$ cat src/rtl/rv_decode_pkg.sv
// Shared types for the RV32I decode stage: immediate formats, opcodes, the
// registered entry layout and the skid occupancy states.
package rv_decode_pkg;

  // pc/imm are stored at the widest legal XLEN; the stage truncates on output.
  localparam int XLEN_MAX = 64;

  typedef enum logic [2:0] {
    FMT_R = 3'd0,
    FMT_I = 3'd1,
    FMT_S = 3'd2,
    FMT_B = 3'd3,
    FMT_U = 3'd4,
    FMT_J = 3'd5
  } imm_fmt_t;

  typedef enum logic [1:0] {
    ST_EMPTY = 2'd0,
    ST_ONE   = 2'd1,
    ST_FULL  = 2'd2
  } skid_state_t;

  localparam logic [6:0] OP_R      = 7'b0110011;
  localparam logic [6:0] OP_IMM    = 7'b0010011;
  localparam logic [6:0] OP_LOAD   = 7'b0000011;
  localparam logic [6:0] OP_STORE  = 7'b0100011;
  localparam logic [6:0] OP_BRANCH = 7'b1100011;
  localparam logic [6:0] OP_JAL    = 7'b1101111;
  localparam logic [6:0] OP_JALR   = 7'b1100111;
  localparam logic [6:0] OP_LUI    = 7'b0110111;
  localparam logic [6:0] OP_AUIPC  = 7'b0010111;
  localparam logic [6:0] OP_SYSTEM = 7'b1110011;

  typedef struct packed {
    logic [XLEN_MAX-1:0] pc;
    logic [6:0]          opcode;
    logic [4:0]          rd;
    logic [2:0]          f3;
    logic [4:0]          r1;
    logic [4:0]          r2;
    logic [6:0]          f7;
    logic [XLEN_MAX-1:0] imm;
    imm_fmt_t            fmt;
    logic                illegal;
  } decoded_t;

  function automatic logic is_known_op(input logic [6:0] op);
    case (op)
      OP_R, OP_IMM, OP_LOAD, OP_STORE, OP_BRANCH,
      OP_JAL, OP_JALR, OP_LUI, OP_AUIPC, OP_SYSTEM: is_known_op = 1'b1;
      default:                                     is_known_op = 1'b0;
    endcase
  endfunction

endpackage

$ cat src/rtl/rv_imm_gen.sv
// Combinational immediate generator: instruction word -> format and
// sign-extended immediate of width XLEN.
module rv_imm_gen
  import rv_decode_pkg::*;
#(
  parameter int XLEN = 32
) (
  input  logic [31:0]     instr,
  output imm_fmt_t        fmt,
  output logic [XLEN-1:0] imm
);

  logic [31:0] imm32;

  always_comb begin
    fmt   = FMT_R;
    imm32 = '0;
    case (instr[6:0])
      OP_IMM, OP_LOAD, OP_JALR, OP_SYSTEM: begin
        fmt   = FMT_I;
        imm32 = {{20{instr[31]}}, instr[31:20]};
      end
      OP_STORE: begin
        fmt   = FMT_S;
        imm32 = {{20{instr[31]}}, instr[31:25], instr[11:7]};
      end
      OP_BRANCH: begin
        fmt   = FMT_B;
        imm32 = {{19{instr[31]}}, instr[31], instr[7], instr[30:25], instr[11:8], 1'b0};
      end
      OP_LUI, OP_AUIPC: begin
        fmt   = FMT_U;
        imm32 = {instr[31:12], 12'b0};
      end
      OP_JAL: begin
        fmt   = FMT_J;
        imm32 = {{11{instr[31]}}, instr[31], instr[19:12], instr[20], instr[30:21], 1'b0};
      end
      default: begin
        fmt   = FMT_R;
        imm32 = '0;
      end
    endcase
  end

  // Every format's top bit is instr[31], so widening the 32-bit value signed is exact.
  assign imm = XLEN'($signed(imm32));

endmodule

$ cat src/rtl/rv_decode_stage.sv
// Registered RV32I decode stage with a 2-entry skid buffer and flush.
// Optional macro RV_DECODE_ILLEGAL_EN adds the out_illegal flag.
module rv_decode_stage
  import rv_decode_pkg::*;
#(
  parameter int XLEN = 32,
  parameter int ILEN = 32
) (
  input  logic            clk,
  input  logic            rst_n,
  input  logic            flush,
  input  logic            in_valid,
  output logic            in_ready,
  input  logic [ILEN-1:0] in_instr,
  input  logic [XLEN-1:0] in_pc,
  output logic            out_valid,
  input  logic            out_ready,
  output logic [XLEN-1:0] out_pc,
  output logic [6:0]      out_opcode,
  output logic [4:0]      out_rd,
  output logic [2:0]      out_f3,
  output logic [4:0]      out_r1,
  output logic [4:0]      out_r2,
  output logic [6:0]      out_f7,
  output logic [XLEN-1:0] out_imm,
`ifdef RV_DECODE_ILLEGAL_EN
  output logic            out_illegal,
`endif
  output logic [2:0]      out_fmt
);

  // Handshake: a beat moves on a port in any cycle where valid && ready are
  // both high at the rising edge; in_ready and out_valid are pure registers.
  skid_state_t state_q;
  logic        in_ready_q;
  logic        out_valid_q;
  decoded_t    main_q;
  decoded_t    skid_q;
  decoded_t    dec;
  imm_fmt_t    dec_fmt;
  logic [XLEN-1:0] dec_imm;
  logic        in_xfer;
  logic        out_xfer;

  rv_imm_gen #(.XLEN(XLEN)) u_imm_gen (
    .instr (in_instr),
    .fmt   (dec_fmt),
    .imm   (dec_imm)
  );

  always_comb begin
    dec        = '0;
    dec.pc     = XLEN_MAX'(in_pc);
    dec.opcode = in_instr[6:0];
    dec.rd     = in_instr[11:7];
    dec.f3     = in_instr[14:12];
    dec.r1     = in_instr[19:15];
    dec.r2     = in_instr[24:20];
    dec.f7     = in_instr[31:25];
    dec.imm    = XLEN_MAX'($signed(dec_imm));
    dec.fmt    = dec_fmt;
`ifdef RV_DECODE_ILLEGAL_EN
    dec.illegal = !is_known_op(in_instr[6:0]) || (in_instr[1:0] != 2'b11) ||
                  ((in_instr[6:0] == OP_R) && (in_instr[31:25] != 7'b0000000) &&
                   (in_instr[31:25] != 7'b0100000));
`else
    dec.illegal = 1'b0;
`endif
  end

  assign in_xfer  = in_valid && in_ready_q;
  assign out_xfer = out_valid_q && out_ready;

  always_ff @(posedge clk or negedge rst_n) begin
    if (!rst_n) begin
      state_q     <= ST_EMPTY;
      in_ready_q  <= 1'b1;
      out_valid_q <= 1'b0;
      main_q      <= '0;
      skid_q      <= '0;
    end else if (flush) begin
      state_q     <= ST_EMPTY;
      in_ready_q  <= 1'b1;
      out_valid_q <= 1'b0;
    end else begin
      case (state_q)
        ST_EMPTY: begin
          if (in_xfer) begin
            main_q      <= dec;
            out_valid_q <= 1'b1;
            state_q     <= ST_ONE;
          end
        end
        ST_ONE: begin
          case ({in_xfer, out_xfer})
            2'b10: begin
              skid_q     <= dec;
              in_ready_q <= 1'b0;
              state_q    <= ST_FULL;
            end
            2'b01: begin
              out_valid_q <= 1'b0;
              state_q     <= ST_EMPTY;
            end
            2'b11: main_q <= dec;
            default: ;
          endcase
        end
        ST_FULL: begin
          // in_ready is low here, so only the drain path exists.
          if (out_xfer) begin
            main_q     <= skid_q;
            in_ready_q <= 1'b1;
            state_q    <= ST_ONE;
          end
        end
        default: begin
          state_q     <= ST_EMPTY;
          in_ready_q  <= 1'b1;
          out_valid_q <= 1'b0;
        end
      endcase
    end
  end

  assign in_ready   = in_ready_q;
  assign out_valid  = out_valid_q;
  assign out_pc     = main_q.pc[XLEN-1:0];
  assign out_opcode = main_q.opcode;
  assign out_rd     = main_q.rd;
  assign out_f3     = main_q.f3;
  assign out_r1     = main_q.r1;
  assign out_r2     = main_q.r2;
  assign out_f7     = main_q.f7;
  assign out_imm    = main_q.imm[XLEN-1:0];
  assign out_fmt    = main_q.fmt;
`ifdef RV_DECODE_ILLEGAL_EN
  assign out_illegal = main_q.illegal;
`endif

  // Upper pc/imm bits (XLEN=32) and the illegal bit (feature off) are not driven out.
  logic unused_main;
  assign unused_main = ^main_q;

endmodule

$ cat config.mk
export PLATFORM = sky130hd
export DESIGN_NAME = rv_decode_stage
export DESIGN_NICKNAME = d
export VERILOG_FILES = /design/src/rtl/rv_decode_pkg.sv /design/src/rtl/rv_imm_gen.sv /design/src/rtl/rv_decode_stage.sv
export SDC_FILE = /design/constraint.sdc
export NUM_CORES = 1
export LEC_CHECK = 0
export BUFFER_PORTS_ARGS = -buffer_cell sky130_fd_sc_hd__buf_2
export CAP_MARGIN = 25
export CORE_ASPECT_RATIO = 1.2
export CORE_MARGIN = 3
export CORE_UTILIZATION = 58
export CTS_BUF_LIST = sky130_fd_sc_hd__clkbuf_4
export DETAILED_ROUTE_END_ITERATION = 7
export PLACE_DENSITY_LB_ADDON = 0.1
export SETUP_SLACK_MARGIN = 0.1
export SYNTH_ARGS = -nofsm -noshare
export SYNTH_HDL_FRONTEND = slang
export SYNTH_SLANG_ARGS = --single-unit
$ cat constraint.sdc
create_clock -name clk -period 3.44 [get_ports clk]
set_clock_uncertainty 0.05 [all_clocks]
set_input_delay 0.516 -clock clk [delete_from_list [all_inputs] [get_ports clk]]
set_output_delay 0.516 -clock clk [all_outputs]
set_load 0.02 [all_outputs]
# == After elaboration in Yosys (flattened, before gate mapping) ==
# Index checks and enable logic that the tools add are counted.
# op_classes
n_bitwise,1
n_mux,19
eq_ne,24
n_reduce_logical,11
# ops
op,count
two-way mux 132 bit,3
case mux 132 bit (3 select lines),1
case mux 32 bit (5 select lines),1
"equality test 7 bit, second input constant",4
case mux 3 bit (5 select lines),1
"equality test 7 x 5 -> 1 bit, second input constant",2
"equality test 7 x 6 -> 1 bit, second input constant",2
AND reduction 3 bit,4
"inequality test 3 bit, second input constant",3
"inequality test 2 bit, second input constant",4
"equality test 7 x 2 -> 1 bit, second input constant",1
"equality test 2 bit, second input constant",3
two-way mux 1 bit,6
two-way mux 2 bit,3
case mux 1 bit (3 select lines),2
case mux 2 bit (3 select lines),1
AND reduction 5 bit,1
"equality test 2 x 1 -> 1 bit, second input constant",2
"inequality test 4 x 3 -> 1 bit, second input constant",1
case mux 2 bit (2 select lines),1
OR reduction 4 bit,1
"inequality test 3 x 2 -> 1 bit, second input constant",1
nonzero test 3 bit,1
logical AND 1 bit,2
4 further kinds,4
# word_totals
in_bits,69
reg_bits,202

# == Longest topological paths before layout ==
# logic_depth
ltp_word,5
depth_mapped,8

# == Cells and area by module ==
# From an unflattened synthesis, not the netlist that was laid out.
# unflattened
hier_cells,662
area_unflattened_um2,9441.6
# modules_own_cells
module,cells_per_inst,area_per_inst_um2,seq_area_each_um2,instances
rv_decode_stage,555,8763.4,5056.1,1
rv_imm_gen,107,678.2,0.0,1

# == Worst setup path before layout ==
# Ideal clock, no wire load.
# synth_path
kind,input to register
startpoint,input in_instr[3]
endpoint,register main_q (netlist bit out_imm[20])
path_buffers,2
required_time_ns,3.262
arrival_ns,1.713
setup_slack_ns,1.549
setup_ns,0.128
stages,7
cell_sequence,buf_2 -> and3_1 -> o21ai_1 -> o31ai_4 -> a211oi_2 -> buf_6 -> a211oi_2
# synth_via
elab_chain_cells,5
# synth_lines
item,line,source
"start, declared",rv_decode_stage.sv:14,"input logic [ILEN-1:0] in_instr,"
"equality test 7 x 5 -> 1 bit, or another cell as far along",rv_imm_gen.sv:18,case (instr[6:0])
OR reduction 4 bit or OR reduction 2 bit (tied branches),rv_imm_gen.sv:18,
case mux 32 bit (5 select lines) (*),rv_imm_gen.sv:18,
two-way mux 132 bit (on tied branches),"rv_decode_stage.sv:95, rv_decode_stage.sv:88",
case mux 132 bit (3 select lines) (*),rv_decode_stage.sv:86,case (state_q)
"end signal, assigned",rv_decode_stage.sv:112,main_q <= skid_q;
"end, declared",rv_decode_stage.sv:37,decoded_t main_q;
# Mark *: on every way between the ends. The rest lies on a longest branch, timed or not. The select of a mux whose other input is x is not followed.
# A chain may end at the register's enable or synchronous reset.

# == Worst setup path after layout ==
# layout_path
startpoint,"register in_ready_q, in the netlist in_ready"
endpoint,register skid_q[21] (netlist bit)
# layout_via
elab_chain_cells,3
# layout_lines
item,line,source
"start, declared",rv_decode_stage.sv:35,logic in_ready_q;
"start signal, assigned",rv_decode_stage.sv:77,in_ready_q <= 1'b1;
"start signal, assigned",rv_decode_stage.sv:83,in_ready_q <= 1'b1;
"start signal, assigned",rv_decode_stage.sv:98,in_ready_q <= 1'b0;
logical AND 1 bit,rv_decode_stage.sv:71,assign in_xfer = in_valid && in_ready_q;
equality test 2 bit,rv_decode_stage.sv:95,"case ({in_xfer, out_xfer})"
AND reduction 3 bit (no line),--,
"end signal, assigned",rv_decode_stage.sv:80,skid_q <= '0;
"end signal, assigned",rv_decode_stage.sv:97,skid_q <= dec;
"end, declared",rv_decode_stage.sv:38,decoded_t skid_q;
# No other way between the ends.

==> flow_metrics.py <==
metrics = {
    "clock_tree": {
        "cts_buffer_depth": 3,
        "path_clk_slew_ns": 0.07,
        "cts.sinks": 202,
        "clock_latency_ns": 0.67,
        "cts_tree": "done",
        "cts_root_buf": "clkbuf_4",
        "cts-buffers-inserted": 52,
        "cts_setup_buffers": 0,
        "htreeDepth": 2,
    },
    "outcome": {
        "status": "finished clean",
    },
    "routing": {
        "drc_errors": 0,
        "ant_nets": 0,
        "first_pass_iters": 5,
        "wl_per_cell_um": 15.8,
        "num_vias": 7811,
        "avgViaCountPerCell": 5.44,
        "drt-initial-drc-count": 586,
        "wirelength_um": 22700,
    },
    "critical_path": {
        "critical_path_class": "flip-flop to flip-flop",
        "critPathBufInv": 0,
        "cp_max_fo": 76,
        "critPathArrivalTime_ns": 2.81,
        "crit_family": "simple AND/OR/NAND/NOR gates",
        "critPathSlowestCell": "or3_4",
        "end_kind": "flip-flop",
        "required_ns": 3.92,
        "cp-start-kind": "flip-flop",
        "crit_path_max_incr_delay_ns": 0.65,
        "cp-startpoint": "in_ready",
        "worstReg2RegStart": "in_ready",
        "path_cells": "nand2_1 > or2_1 > or3_4 > nor2_2 > a21oi_1",
    },
    "pwr": {
        "switching_power_uw": 3040,
        "p_clk_frac": 0.234,
        "seq_power_share": 0.460,
        "p_leak_uw": 0.00513,
        "power.density_nw_per_um2": 769,
        "power.share.switching": 0.368,
        "comb_power_share": 0.306,
        "ir_drop_uv": 433,
        "p_int_uw": 5210,
        "total_power_uw": 8250,
    },
    "logic_synthesis": {
        "synth_top_flop_cell": "dfrtp_1",
        "synth-seq-area-share": 0.565,
        "synth_fp_nets": 1078,
        "synth_edf_count": 0,
        "yosys_warnings": 0,
        "synthDistinctLibCells": 49,
        "ys_ff_latch": 202,
        "synth_cells": 1009,
        "syn_avg_cell_area_um2": 8.86,
        "async_reset_ff_frac": 1.00,
        "yosys.area.top_type": "dfrtp_1",
        "syn-cell-area_um2": 8940,
        "synth.top_cell.area_share": 0.562,
        "synth_area_leaders": "dfrtp_1 (56%), nand2_1 (16%), a31oi_1 (5.1%), nor2_1 (4.7%), buf_2 (2.0%)",
    },
    "worst_hold_path": {
        "hold_path_class": "input port to flip-flop",
        "hp-start": "in_instr[14]",
    },
    "timing": {
        "worstMarginPinSlew_ns": 0.874,
        "hold_violations": 0,
        "slew_headroom": 0.417,
        "period_share": 0.676,
        "rsz0062_at_grt": "false",
        "final-setup-viol-count": 0,
        "post-route-min-period_ns": 2.33,
        "fin_setup_tns_ns": 0,
        "clock.fmax_mhz": 430,
        "drv_slew": 0,
    },
    "global_routing": {
        "antenna_found_initial": 1,
        "busiest_layer": "met2",
        "grt_pass1_vias": 7598,
        "grtUsageMet3": 0.0557,
        "track_usage": 0.271,
        "grt_util_met2": 0.439,
        "use_met1": 0.369,
        "grt_max_degree": 142,
        "grt_pass1_wl_um": 37600,
        "overflow": 0,
    },
    "final_layout": {
        "drive_gt1_frac": 0.236,
        "nets": 1271,
        "area_growth_syn_to_layout_pct": 19.9,
        "instances_no_fill": 1436,
        "layout_commonest_cell": "nand2_1",
        "final_cell_mix": "nand2_1 (378), dfrtp_1 (201), buf_2 (168)",
        "fillCellCount": 1270,
        "stdcell_area_um2": 10700,
    },
    "floorplanning": {
        "io_pins": 170,
        "dieArea_um2": 17000,
        "core_area_um2": 15000,
        "start_util": 0.595,
        "die_w_um": 119,
        "fp.dieH_um": 142,
        "num_rows": 49,
    },
    "placement": {
        "place_area_um2": 9810,
        "port_buffers": 169,
        "place_hpwl_um": 14000,
        "gp_congestion": 0.852,
        "numPlacedInstances": 1321,
    },
    "run": {
        "drv_cap": 0,
    },
}
[worst register-to-register path, stage by stage, from the launching register on]
cell	delay (ns)
dfstp_2	0.57
nand2_1	0.08
or2_1	0.25
or3_4	0.65
nor2_2	0.47
a21oi_1	0.13
[per-stage QoR]
step | hold slack, ns | utilization | worst slack, ns
floorplan | 0.170 | - | 1.55
global placement | 0.403 | 0.653 | 0.741
detailed placement | 0.412 | 0.653 | 0.673
CTS | 0.00106 | 0.713 | 1.04
global route | 0.0117 | 0.714 | 1.00
finish | 0.0337 | 0.714 | 1.11
[cells in the mapped netlist (2+ instances only)]
| cell type | n |
|---|---|
| a211oi_1 | 9 |
| a211oi_2 | 14 |
| a21o_1 | 2 |
| a21oi_1 | 27 |
| a22o_1 | 6 |
| a31oi_1 | 73 |
| a32oi_1 | 2 |
| and2_1 | 2 |
| and3_1 | 6 |
| buf_2 | 36 |
| buf_4 | 5 |
| buf_6 | 9 |
| clkbuf_1 | 22 |
| clkbuf_2 | 2 |
| dfrtp_1 | 201 |
| nand2_1 | 378 |
| nand2b_1 | 2 |
| nand3_1 | 13 |
| nand3b_1 | 3 |
| nor2_1 | 111 |
| nor2b_1 | 2 |
| nor3_1 | 26 |
| o211ai_1 | 13 |
| o21ai_0 | 14 |
| o21ai_1 | 5 |
| o21bai_1 | 2 |
| or3_1 | 2 |
[power by group through the flow]
stage          Combinational (uW)  Clock [uW]  Sequential, uW
6_report                     2520        1930            3790
5_1_grt                      2810        2120            3900
4_1_cts                      2550        1980            3790
3_5_place_dp                 2510           0            3820
3_3_place_gp                 2440           0            3800
2_1_floorplan                1110           0            4320
[path summary, 6_finish.rpt]
check | end | slack (ns) | cells after the start
max | skid_q[21] | 1.11 | 5
min | skid_q[87] | 0.03 | 3
max reg2reg | skid_q[21] | 1.11 | 5
min reg2reg | skid_q[119] | 0.42 | 2
max in group asynchronous | out_r1[4] | 2.12 | 3
min in group asynchronous | skid_q[100] | 0.43 | 2
[kinds of logic after synthesis]
kind of cell    synth area share
compound gates             0.138
flops                      0.565
mux                      0.00126
simple gates               0.248
buf+inv                   0.0469
xor+xnor                0.000979
[layer usage]
metal,share of wire,vias up
li1,-,3776
met1,0.44,3737
met2,0.48,250
met3,0.060,48
met4,0.022,0
met5,0,-
[layout make-up]
| type | count | area (um2) | share of cell area |
|---|---|---|---|
| Antenna cell | 1 | 2.50 | 0.000233 |
| Timing Repair Buffer | 213 | 1300 | 0.122 |
| Multi-Input combinational cell | 731 | 3500 | 0.327 |
| Clock buffer | 76 | 571 | 0.0532 |
| Inverter | 2 | 7.51 | 0.000700 |
| Sequential cell | 202 | 5060 | 0.471 |
| Clock inverter | 7 | 26.3 | 0.00245 |
| Tap cell | 204 | 255 | 0.0238 |
[registers in the layout, indices dropped and copies added (netlist names), 5 cells and up]
| register | flops |
|---|---|
| out_f7 | 7 |
| out_r2 | 5 |
| out_imm | 32 |
| out_opcode | 7 |
| skid_q | 99 |
| out_pc | 32 |
| out_rd | 5 |
| out_r1 | 5 |
[timing repair]
| action | in CTS | in global routing |
|---|---|---|
| gates resized for setup | 0 | 0 |
| hold buffers | 30 | 0 |
| hold endpoints to repair | 112 | 0 |
| setup endpoints to repair | 0 | 0 |
Power figures use the tool's default switching activity.
